===== src/rtl/dxdt_pass_scheduler.sv =====
// dxdt_pass_scheduler
// Computes Y = D*X*D^T on one shared 8-wide row-times-matrix engine in two passes:
//   pass 0: rows of D against X   -> T buffer (wr_sel=0)
//   pass 1: rows of T against D^T -> Y        (wr_sel=1)
// Optional engine watchdog: define DXDT_TIMEOUT_EN (limit TIMEOUT_CYC cycles in RUN).
// All outputs are registered: they are decoded from the next state at each edge.
module dxdt_pass_scheduler #(
    parameter int ROW_W       = 152,
    parameter int TIMEOUT_CYC = 1023
) (
    input  logic             i_clk,
    input  logic             i_reset,
    input  logic             i_start,
    output logic             o_busy,
    output logic             o_done,
    output logic             o_err,
    output logic             o_rd_req,
    output logic             o_rd_sel,
    output logic [2:0]       o_rd_row,
    input  logic             i_rd_valid,
    input  logic [ROW_W-1:0] i_rd_data,
    output logic             o_eng_rst,
    output logic             o_eng_start,
    output logic             o_eng_bsel,
    output logic [ROW_W-1:0] o_eng_a,
    input  logic             i_eng_done,
    input  logic [ROW_W-1:0] i_eng_y,
    output logic             o_wr_en,
    output logic             o_wr_sel,
    output logic [2:0]       o_wr_row,
    output logic [ROW_W-1:0] o_wr_data
);
    localparam logic [2:0] S_IDLE    = 3'd0;
    localparam logic [2:0] S_FETCH   = 3'd1;
    localparam logic [2:0] S_ENG_RST = 3'd2;
    localparam logic [2:0] S_RUN     = 3'd3;
    localparam logic [2:0] S_WRITE   = 3'd4;
    localparam logic [2:0] S_DONE    = 3'd5;
`ifdef DXDT_TIMEOUT_EN
    localparam logic [2:0] S_ERR     = 3'd6;
`endif

    logic [2:0]       r_state, w_nstate;
    logic [2:0]       r_row, w_nrow;
    logic             r_phase, w_nphase;
    logic             w_fault;
    logic             r_busy, r_done, r_rd_req, r_rd_sel;
    logic [2:0]       r_rd_row, r_wr_row;
    logic             r_eng_rst, r_eng_start, r_eng_bsel;
    logic             r_wr_en, r_wr_sel;
    logic [ROW_W-1:0] r_eng_a, r_wr_data;

`ifdef DXDT_TIMEOUT_EN
    localparam int CW = $clog2(TIMEOUT_CYC + 1);
    logic [CW-1:0] r_cnt;
    logic          r_err;
    logic          w_tmo;

    // The limit is reached on the edge where the count would become TIMEOUT_CYC.
    assign w_tmo   = (r_cnt == CW'(TIMEOUT_CYC - 1));
    assign w_fault = (w_nstate == S_ERR);
    assign o_err   = r_err;

    // Cycles spent in RUN; held at zero elsewhere so each RUN entry starts from 0.
    always_ff @(posedge i_clk) begin
        if (i_reset || r_state != S_RUN) r_cnt <= '0;
        else                             r_cnt <= r_cnt + 1'b1;
    end

    // Sticky timeout flag; cleared by reset or by the next accepted start.
    always_ff @(posedge i_clk) begin
        if (i_reset)                            r_err <= 1'b0;
        else if (r_state == S_IDLE && i_start)  r_err <= 1'b0;
        else if (w_fault)                       r_err <= 1'b1;
    end
`else
    assign w_fault = 1'b0;
    assign o_err   = 1'b0;
`endif

    // Next state plus row/pass counters; rd_valid and eng_done only matter in their own states.
    always_comb begin
        w_nstate = r_state;
        w_nrow   = r_row;
        w_nphase = r_phase;
        case (r_state)
            S_IDLE: begin
                if (i_start) begin
                    w_nrow   = 3'd0;
                    w_nphase = 1'b0;
                    w_nstate = S_FETCH;
                end
            end
            S_FETCH:   if (i_rd_valid) w_nstate = S_ENG_RST;
            S_ENG_RST: w_nstate = S_RUN;
            S_RUN: begin
                if (i_eng_done) w_nstate = S_WRITE;
`ifdef DXDT_TIMEOUT_EN
                else if (w_tmo) w_nstate = S_ERR;
`endif
            end
            S_WRITE: begin
                if (r_row == 3'd7) begin
                    if (r_phase) begin
                        w_nstate = S_DONE;
                    end else begin
                        w_nrow   = 3'd0;
                        w_nphase = 1'b1;
                        w_nstate = S_FETCH;
                    end
                end else begin
                    w_nrow   = r_row + 3'd1;
                    w_nstate = S_FETCH;
                end
            end
            default: w_nstate = S_IDLE;  // DONE, ERR and unused encodings
        endcase
    end

    // State, counters and registered outputs decoded from the upcoming state.
    always_ff @(posedge i_clk) begin
        if (i_reset) begin
            r_state     <= S_IDLE;
            r_row       <= 3'd0;
            r_phase     <= 1'b0;
            r_busy      <= 1'b0;
            r_done      <= 1'b0;
            r_rd_req    <= 1'b0;
            r_rd_sel    <= 1'b0;
            r_rd_row    <= 3'd0;
            r_eng_rst   <= 1'b1;
            r_eng_start <= 1'b0;
            r_eng_bsel  <= 1'b0;
            r_eng_a     <= '0;
            r_wr_en     <= 1'b0;
            r_wr_sel    <= 1'b0;
            r_wr_row    <= 3'd0;
            r_wr_data   <= '0;
        end else begin
            r_state     <= w_nstate;
            r_row       <= w_nrow;
            r_phase     <= w_nphase;
            r_busy      <= (w_nstate != S_IDLE);
            r_done      <= (w_nstate == S_DONE) || w_fault;
            r_eng_rst   <= (w_nstate == S_IDLE) || (w_nstate == S_ENG_RST);
            r_rd_req    <= (w_nstate == S_FETCH);
            r_rd_sel    <= (w_nstate == S_FETCH) && w_nphase;
            r_rd_row    <= (w_nstate == S_FETCH) ? w_nrow : 3'd0;
            r_eng_start <= (w_nstate == S_RUN);
            r_eng_bsel  <= (w_nstate == S_RUN) && w_nphase;
            r_wr_en     <= (w_nstate == S_WRITE);
            r_wr_sel    <= (w_nstate == S_WRITE) && w_nphase;
            r_wr_row    <= (w_nstate == S_WRITE) ? w_nrow : 3'd0;
            // Operand and result rows are cleared on return to IDLE so IDLE drives zeros.
            if (w_nstate == S_IDLE)                     r_eng_a <= '0;
            else if (r_state == S_FETCH && i_rd_valid)  r_eng_a <= i_rd_data;
            if (w_nstate == S_IDLE)                     r_wr_data <= '0;
            else if (r_state == S_RUN && i_eng_done)    r_wr_data <= i_eng_y;
        end
    end

    assign o_busy      = r_busy;
    assign o_done      = r_done;
    assign o_rd_req    = r_rd_req;
    assign o_rd_sel    = r_rd_sel;
    assign o_rd_row    = r_rd_row;
    assign o_eng_rst   = r_eng_rst;
    assign o_eng_start = r_eng_start;
    assign o_eng_bsel  = r_eng_bsel;
    assign o_eng_a     = r_eng_a;
    assign o_wr_en     = r_wr_en;
    assign o_wr_sel    = r_wr_sel;
    assign o_wr_row    = r_wr_row;
    assign o_wr_data   = r_wr_data;
endmodule


===== config.mk =====
export PLATFORM = sky130hd
export DESIGN_NAME = dxdt_pass_scheduler
export DESIGN_NICKNAME = d
export VERILOG_FILES = /design/src/rtl/dxdt_pass_scheduler.sv
export SDC_FILE = /design/constraint.sdc
export NUM_CORES = 1
export LEC_CHECK = 0
export BUFFER_PORTS_ARGS = -buffer_cell sky130_fd_sc_hd__buf_4
export CELL_PAD_IN_SITES_DETAIL_PLACEMENT = 0
export CELL_PAD_IN_SITES_GLOBAL_PLACEMENT = 1
export CORE_AREA = 2 2 244 246
export CTS_CLUSTER_DIAMETER = 150
export CTS_CLUSTER_SIZE = 12
export DETAILED_ROUTE_END_ITERATION = 8
export DIE_AREA = 0 0 246 248
export PLACE_DENSITY = 0.65
export SLEW_MARGIN = 20
export SYNTH_ARGS = -nofsm -noshare
export SYNTH_HDL_FRONTEND = slang
export SYNTH_SLANG_ARGS = --single-unit

===== constraint.sdc =====
create_clock -name i_clk -period 2.5 [get_ports i_clk]
set_input_delay 0.25 -clock i_clk [delete_from_list [all_inputs] [get_ports i_clk]]
set_output_delay 0.25 -clock i_clk [all_outputs]
set_load 0.03 [all_outputs]

Yosys cells after proc, flatten, opt, wreduce, memory -nomap -nowiden

Index checks and enable logic that the tools add are counted.

Add/subtract/negate cells: 1
Equality and inequality tests: 10
Muxes and demuxes: 13
Bitwise gates (word level): 2
Reductions and logical operators: 12

Operators with widths:

| operator              | count |
|---|---|
| $mux W3               | 8 |
| $pmux W3 S5           | 1 |
| $eq A3 B2 Y1 const B  | 4 |
| $eq A3 B3 Y1 const B  | 4 |
| $eq A3 B1 Y1 const B  | 2 |
| $logic_not A3 Y1      | 2 |
| $pmux W3 S2           | 1 |
| $reduce_or A2 Y1      | 3 |
| $logic_and A1 B1 Y1   | 5 |
| $add A3 B1 Y3 const B | 1 |
| $reduce_bool A3 Y1    | 1 |
| $mux W1               | 2 |
| $not A1 Y1            | 2 |
| $pmux W1 S2           | 1 |
| $logic_or A1 B1 Y1    | 1 |

Bits in registers: 326
Input port bits: 309
Output and inout bits: 320
Word-level logic and storage cells: 54

Longest topological paths before layout

Word-level depth: 6
Mapped depth: 9
Mapped depth without buffers: 6

Worst setup path before layout

OpenSTA, ideal clock, no wires.

Kind: reg-to-reg
Start point: register r_row[0]
End point: register r_eng_a[0], in the netlist o_eng_a[0]
Library setup time: 0.074 ns
Data arrival time: 1.714 ns
Required time: 2.426 ns
Path slack: 0.712 ns
Stages on the path, launching flop included: 10
Buffers on the path: 3
Period minus slack after synthesis: 1.788 ns
Cells stage by stage: dfxtp_1 > ha_1 > ha_1 > nand3_1 > o31a_2 > o311a_1 > buf_6 > buf_6 > buf_6 > nor3_2

Word-level cells in the longest chain between the ends: 5

RTL lines:

| element                           | RTL line | text |
|---|---|---|
| start: declaration                | 44       | `logic [2:0] r_row, w_nrow;` |
| start signal: assignment          | 141      | `r_row <= w_nrow;` |
| $eq A3 B3 Y1                      | 103      | `if (r_row == 3'd7) begin` |
| $mux W3                           | 103      |  |
| $pmux W3 S5                       | 86       | `case (r_state)` |
| $logic_not A3 Y1                  | 155      | `if (w_nstate == S_IDLE) r_eng_a <= '0;` |
| $reduce_or A2 Y1 (no source line) | --       |  |
| end signal: assignment            | 156      | `else if (r_state == S_FETCH && i_rd_valid) r_eng_a <= i_rd_data;` |
| end: declaration                  | 51       | `logic [ROW_W-1:0] r_eng_a, r_wr_data;` |

Every way passes these cells.
A chain may end at the register's enable or synchronous reset.

Final worst setup path

Start point: register r_state[0]
End point: register r_eng_a[44], in the netlist o_eng_a[44]

Word-level cells in the longest chain between the ends: 4
Elaborated cells between the ends (all ways): 12
Classes of those cells: eq/ne: 4; mux: 4; reduce/logical: 4

RTL lines:

| element                                    | RTL line | text |
|---|---|---|
| start: declaration                         | 43       | `logic [2:0] r_state, w_nstate;` |
| start signal: assignment                   | 140      | `r_state <= w_nstate;` |
| $eq A3 B3 Y1, or another cell as far along | 86       |  |
| $pmux W3 S5                                | 86       |  |
| $logic_not A3 Y1                           | 155      |  |
| $reduce_or A2 Y1 (no source line)          | --       |  |

Several ways; a longest one is shown, not always the timed one.

==> flow_metrics.tcl <==
set metrics [dict create \
    final_area_um2 22720 \
    row_count 89 \
    r2r-start "r_state[0]" \
    totalNegativeSetupSlack_ns 0 \
    worst-slew-pin-transition_ns 0.7968 \
    finalHoldViolCount 0 \
    synth.distinct_cells 32 \
    post_synth.cell_area_avg_um2 12.16 \
    synth.yosys.seq_area_share_pct 48.91 \
    relSlewSlack_pct 46.88 \
    io_pins 629 \
    placeable_area_um2 58460 \
    post_route_cells_drive_above_1_share_pct 47.87 \
    critPathKind "reg2reg" \
    critPathCaptureType "register" \
    start_kind "register" \
    cts-htree-levels 1 \
    slowest_delay_ns 0.53 \
    cts_setup_buffers 0 \
    vias 11597 \
    route.final.wire_length_um 45980 \
    synth_cells 1097 \
    syn-num-nets 1408 \
    residual_overflow_from_global_routing 0 \
    synth.area.mux_share_pct 22.88 \
    min_path_type "in2reg" \
    synthSimpleGateAreaFrac_pct 22.10 \
    antenna_found_initial 0 \
    pin_count_of_the_biggest_net_entering_global_routing 92 \
    ys_warn_count 0 \
    first_global_vias 11979 \
    dr.first_iter.drc_count 236 \
    yosys_most_used_dff "sky130_fd_sc_hd__dfxtp_1" \
    rrSetupSlack_ns 0.39 \
    regArea_um2 6526 \
    min_period_ns 2.106 \
    drt_pre_antenna_iters 4 \
    synth-edff-count 0 \
    clock_insertion_delay_worst_skew_ns 0.59 \
    routed_wire_length_per_instance_um 16.59 \
    global_route.usage.total_pct 13.98 \
    worst_clock_skew_ns 0.03116 \
    dpl_cell_area_um2 18880 \
    critical_path.slowest_cell "sky130_fd_sc_hd__dfxtp_1" \
    post_synth_instance_area_um2 13340 \
    nFillCells 5698 \
    synth_compound_area_share_pct 0.6564 \
    synth.ff_latch_count 326 \
    numCtsBuffers 31 \
    place.port_buffers 627 \
    clk_transition_reported_paths_ns 0.06 \
    placement.setup.worst_slack_ns 0.4205 \
    timing.max_cap.violations 0 \
    chipHeight_um 248 \
    worst_slack_setup_final_ns 0.3938 \
    power_per_cell_area_nw_per_um2 526.6 \
    fin_crit_sh_pct 84.25 \
    dieArea_um2 61010 \
    main_combinational_cell_family_by_area_after_synthesis "multiplexers" \
    count_of_nets_left_with_antenna_violations_after_detail_routing 0 \
    clock_tree_from_tritoncts "built" \
    final-max-slew-violation-count 0 \
    most_frequent_cells_in_the_layout "656 x sky130_fd_sc_hd__buf_4, 326 x sky130_fd_sc_hd__dfxtp_1, 305 x sky130_fd_sc_hd__mux2i_1, 305 x sky130_fd_sc_hd__dlygate4sd3_1, 249 x sky130_fd_sc_hd__nor3_2" \
    gp_congestion 0.7918 \
    clock-sinks 326 \
    worst_hold_startpoint "i_start" \
    peakVddDrop_mv 0.4576 \
    synth_to_layout_area_growth_pct 70.31 \
    cts_resized 0 \
    setup_repair_after_global_routing_missed_its_margin "no" \
    antenna_cells_inserted 0 \
    critPathArrivalTime_ns 2.53 \
    ff2ff_path_depth 6 \
    first_pass_grt_wire_length_um 67970 \
    hpwlAfterDp_um 32700 \
    design.final.nets 2310 \
    timing.final.setup_violations 0 \
    hold-path-cell-count 4 \
    clk_path_buf_depth 3 \
    cts-hold-fix-buffers 305 \
    critical_path_required_ns 2.93 \
    f_max_mhz 474.8 \
    viasPerCell 4.184 \
    postSynth.asyncResetShare_pct 0 \
    adder_cell_area_share_of_the_yosys_netlist_pct 0.1875 \
    multi_input_combinational_cell_area_um2 6135 \
    root_buffer "sky130_fd_sc_hd__clkbuf_16" \
    reg_to_reg_critical_path_endpoint "o_eng_a[44]" \
    crit_path_max_fanout 27 \
    min_to "r_phase" \
    final_common_cell "sky130_fd_sc_hd__buf_4" \
    die_w_um 246 \
    status "completed" \
    initial_core_util_pct 22.82 \
    cell_breakdown_of_the_critical_path "a21boi_0 > o21ai_1 > o311a_4 > buf_12 > buf_4 > nor3_2" \
    leakage_nw 10.40 \
    detail_route.drc_violations 0 \
    synth_xor_area_share_pct 0 \
]
==> logic make-up after synthesis <==
group | count (synthesis)
other | 1
AND/OR/NAND/NOR | 341
buffers and inverters | 110
AO/OA/AOI/OAI | 12
flip-flops | 326
multiplexers | 305
adder cells (fa/ha/maj) | 2
==> layout make-up <==
cell class | count | share of cell area [%]
sequential | 326 | 28.72
inverter | 2 | 0.03304
timing repair buffer | 977 | 36.49
tap | 773 | 4.256
multi-input combinational | 661 | 27.00
clock inverter | 2 | 0.08810
clock buffer | 31 | 3.414
==> cells in the mapped netlist (2+ instances only) <==
| library cell | instances | area, um^2 |
|---|---|---|
| sky130_fd_sc_hd__a21oi_1 | 2 | 10.01 |
| sky130_fd_sc_hd__a22oi_1 | 2 | 15.01 |
| sky130_fd_sc_hd__buf_2 | 39 | 195.2 |
| sky130_fd_sc_hd__buf_4 | 3 | 22.52 |
| sky130_fd_sc_hd__buf_6 | 30 | 337.8 |
| sky130_fd_sc_hd__clkbuf_1 | 36 | 135.1 |
| sky130_fd_sc_hd__dfxtp_1 | 326 | 6526 |
| sky130_fd_sc_hd__ha_1 | 2 | 25.02 |
| sky130_fd_sc_hd__inv_1 | 2 | 7.510 |
| sky130_fd_sc_hd__mux2i_1 | 305 | 3053 |
| sky130_fd_sc_hd__nand2_1 | 2 | 7.510 |
| sky130_fd_sc_hd__nand3_1 | 2 | 10.01 |
| sky130_fd_sc_hd__nor2_1 | 17 | 63.81 |
| sky130_fd_sc_hd__nor2b_1 | 2 | 12.51 |
| sky130_fd_sc_hd__nor3_1 | 60 | 300.3 |
| sky130_fd_sc_hd__nor3_2 | 249 | 2492 |
| sky130_fd_sc_hd__nor4_1 | 3 | 18.77 |
==> metrics by stage <==
stage | utilization [%] | hold slack [ns] | total power (W) | std cells
floorplan | - | 0.4294 | 0.006754 | 1097
global placement | 32.29 | 0.5090 | 0.007522 | 2434
detailed placement | 32.29 | 0.5173 | 0.007539 | 2434
finish | 38.87 | 0.09749 | 0.01197 | 2772
global route | 38.87 | 0.09821 | 0.01251 | 2772
CTS | 38.87 | 0.05640 | 0.01221 | 2772
==> routing by layer <==
| metal | wire length, um | vias to the layer above | GRT usage (%) | share of wire (%) |
|---|---|---|---|---|
| met1 | 18040 | 5480 | 15.96 | 39 |
| li1 | - | 5687 | - | - |
| met4 | 1390 | 0 | 4.332 | 3.0 |
| met2 | 23520 | 354 | 25.38 | 51 |
| met5 | 0 | - | 0 | 0 |
| met3 | 3025 | 76 | 3.601 | 6.6 |
==> sequential cells by signal, summed over array words and instances (netlist names), 3 cells and up <==
register   cells
o_wr_row       3
o_eng_a      152
o_wr_data    152
r_state        3
r_row          3
o_rd_row       3
==> worst max path at each step <==
| stage | start | endpoint | slack, ns | cells past startpoint |
|---|---|---|---|---|
| 2_1_floorplan | r_row[0] | o_eng_a[0] | 0.71 | 9 |
| 3_3_place_gp | r_row[0] | o_eng_a[44] | 0.45 | 8 |
| 6_report | r_state[0] | o_eng_a[44] | 0.39 | 6 |
| 3_5_place_dp | r_row[0] | o_eng_a[27] | 0.42 | 8 |
| 4_1_cts | r_state[1] | o_eng_a[27] | 0.40 | 6 |
| 5_1_grt | r_state[0] | o_eng_a[27] | 0.22 | 6 |
==> power breakdown <==
group / switching [W] / total [W] / internal (W)
Combinational: 0.00128 / 0.00243 / 0.00115
Sequential: 0.0000711 / 0.00539 / 0.00531
Clock: 0.00197 / 0.00415 / 0.00218
Total: 0.00332 / 0.0120 / 0.00864
==> worst max-delay path, delay by kind of cell (launching register included) <==
family                 cells  cell delay (ns)
AO/OA/AOI/OAI              3             0.78
flip-flops                 1             0.53
buffers and inverters      2             0.54
AND/OR/NAND/NOR            1             0.07
No activity file was read; power rests on OpenSTA's default activity.
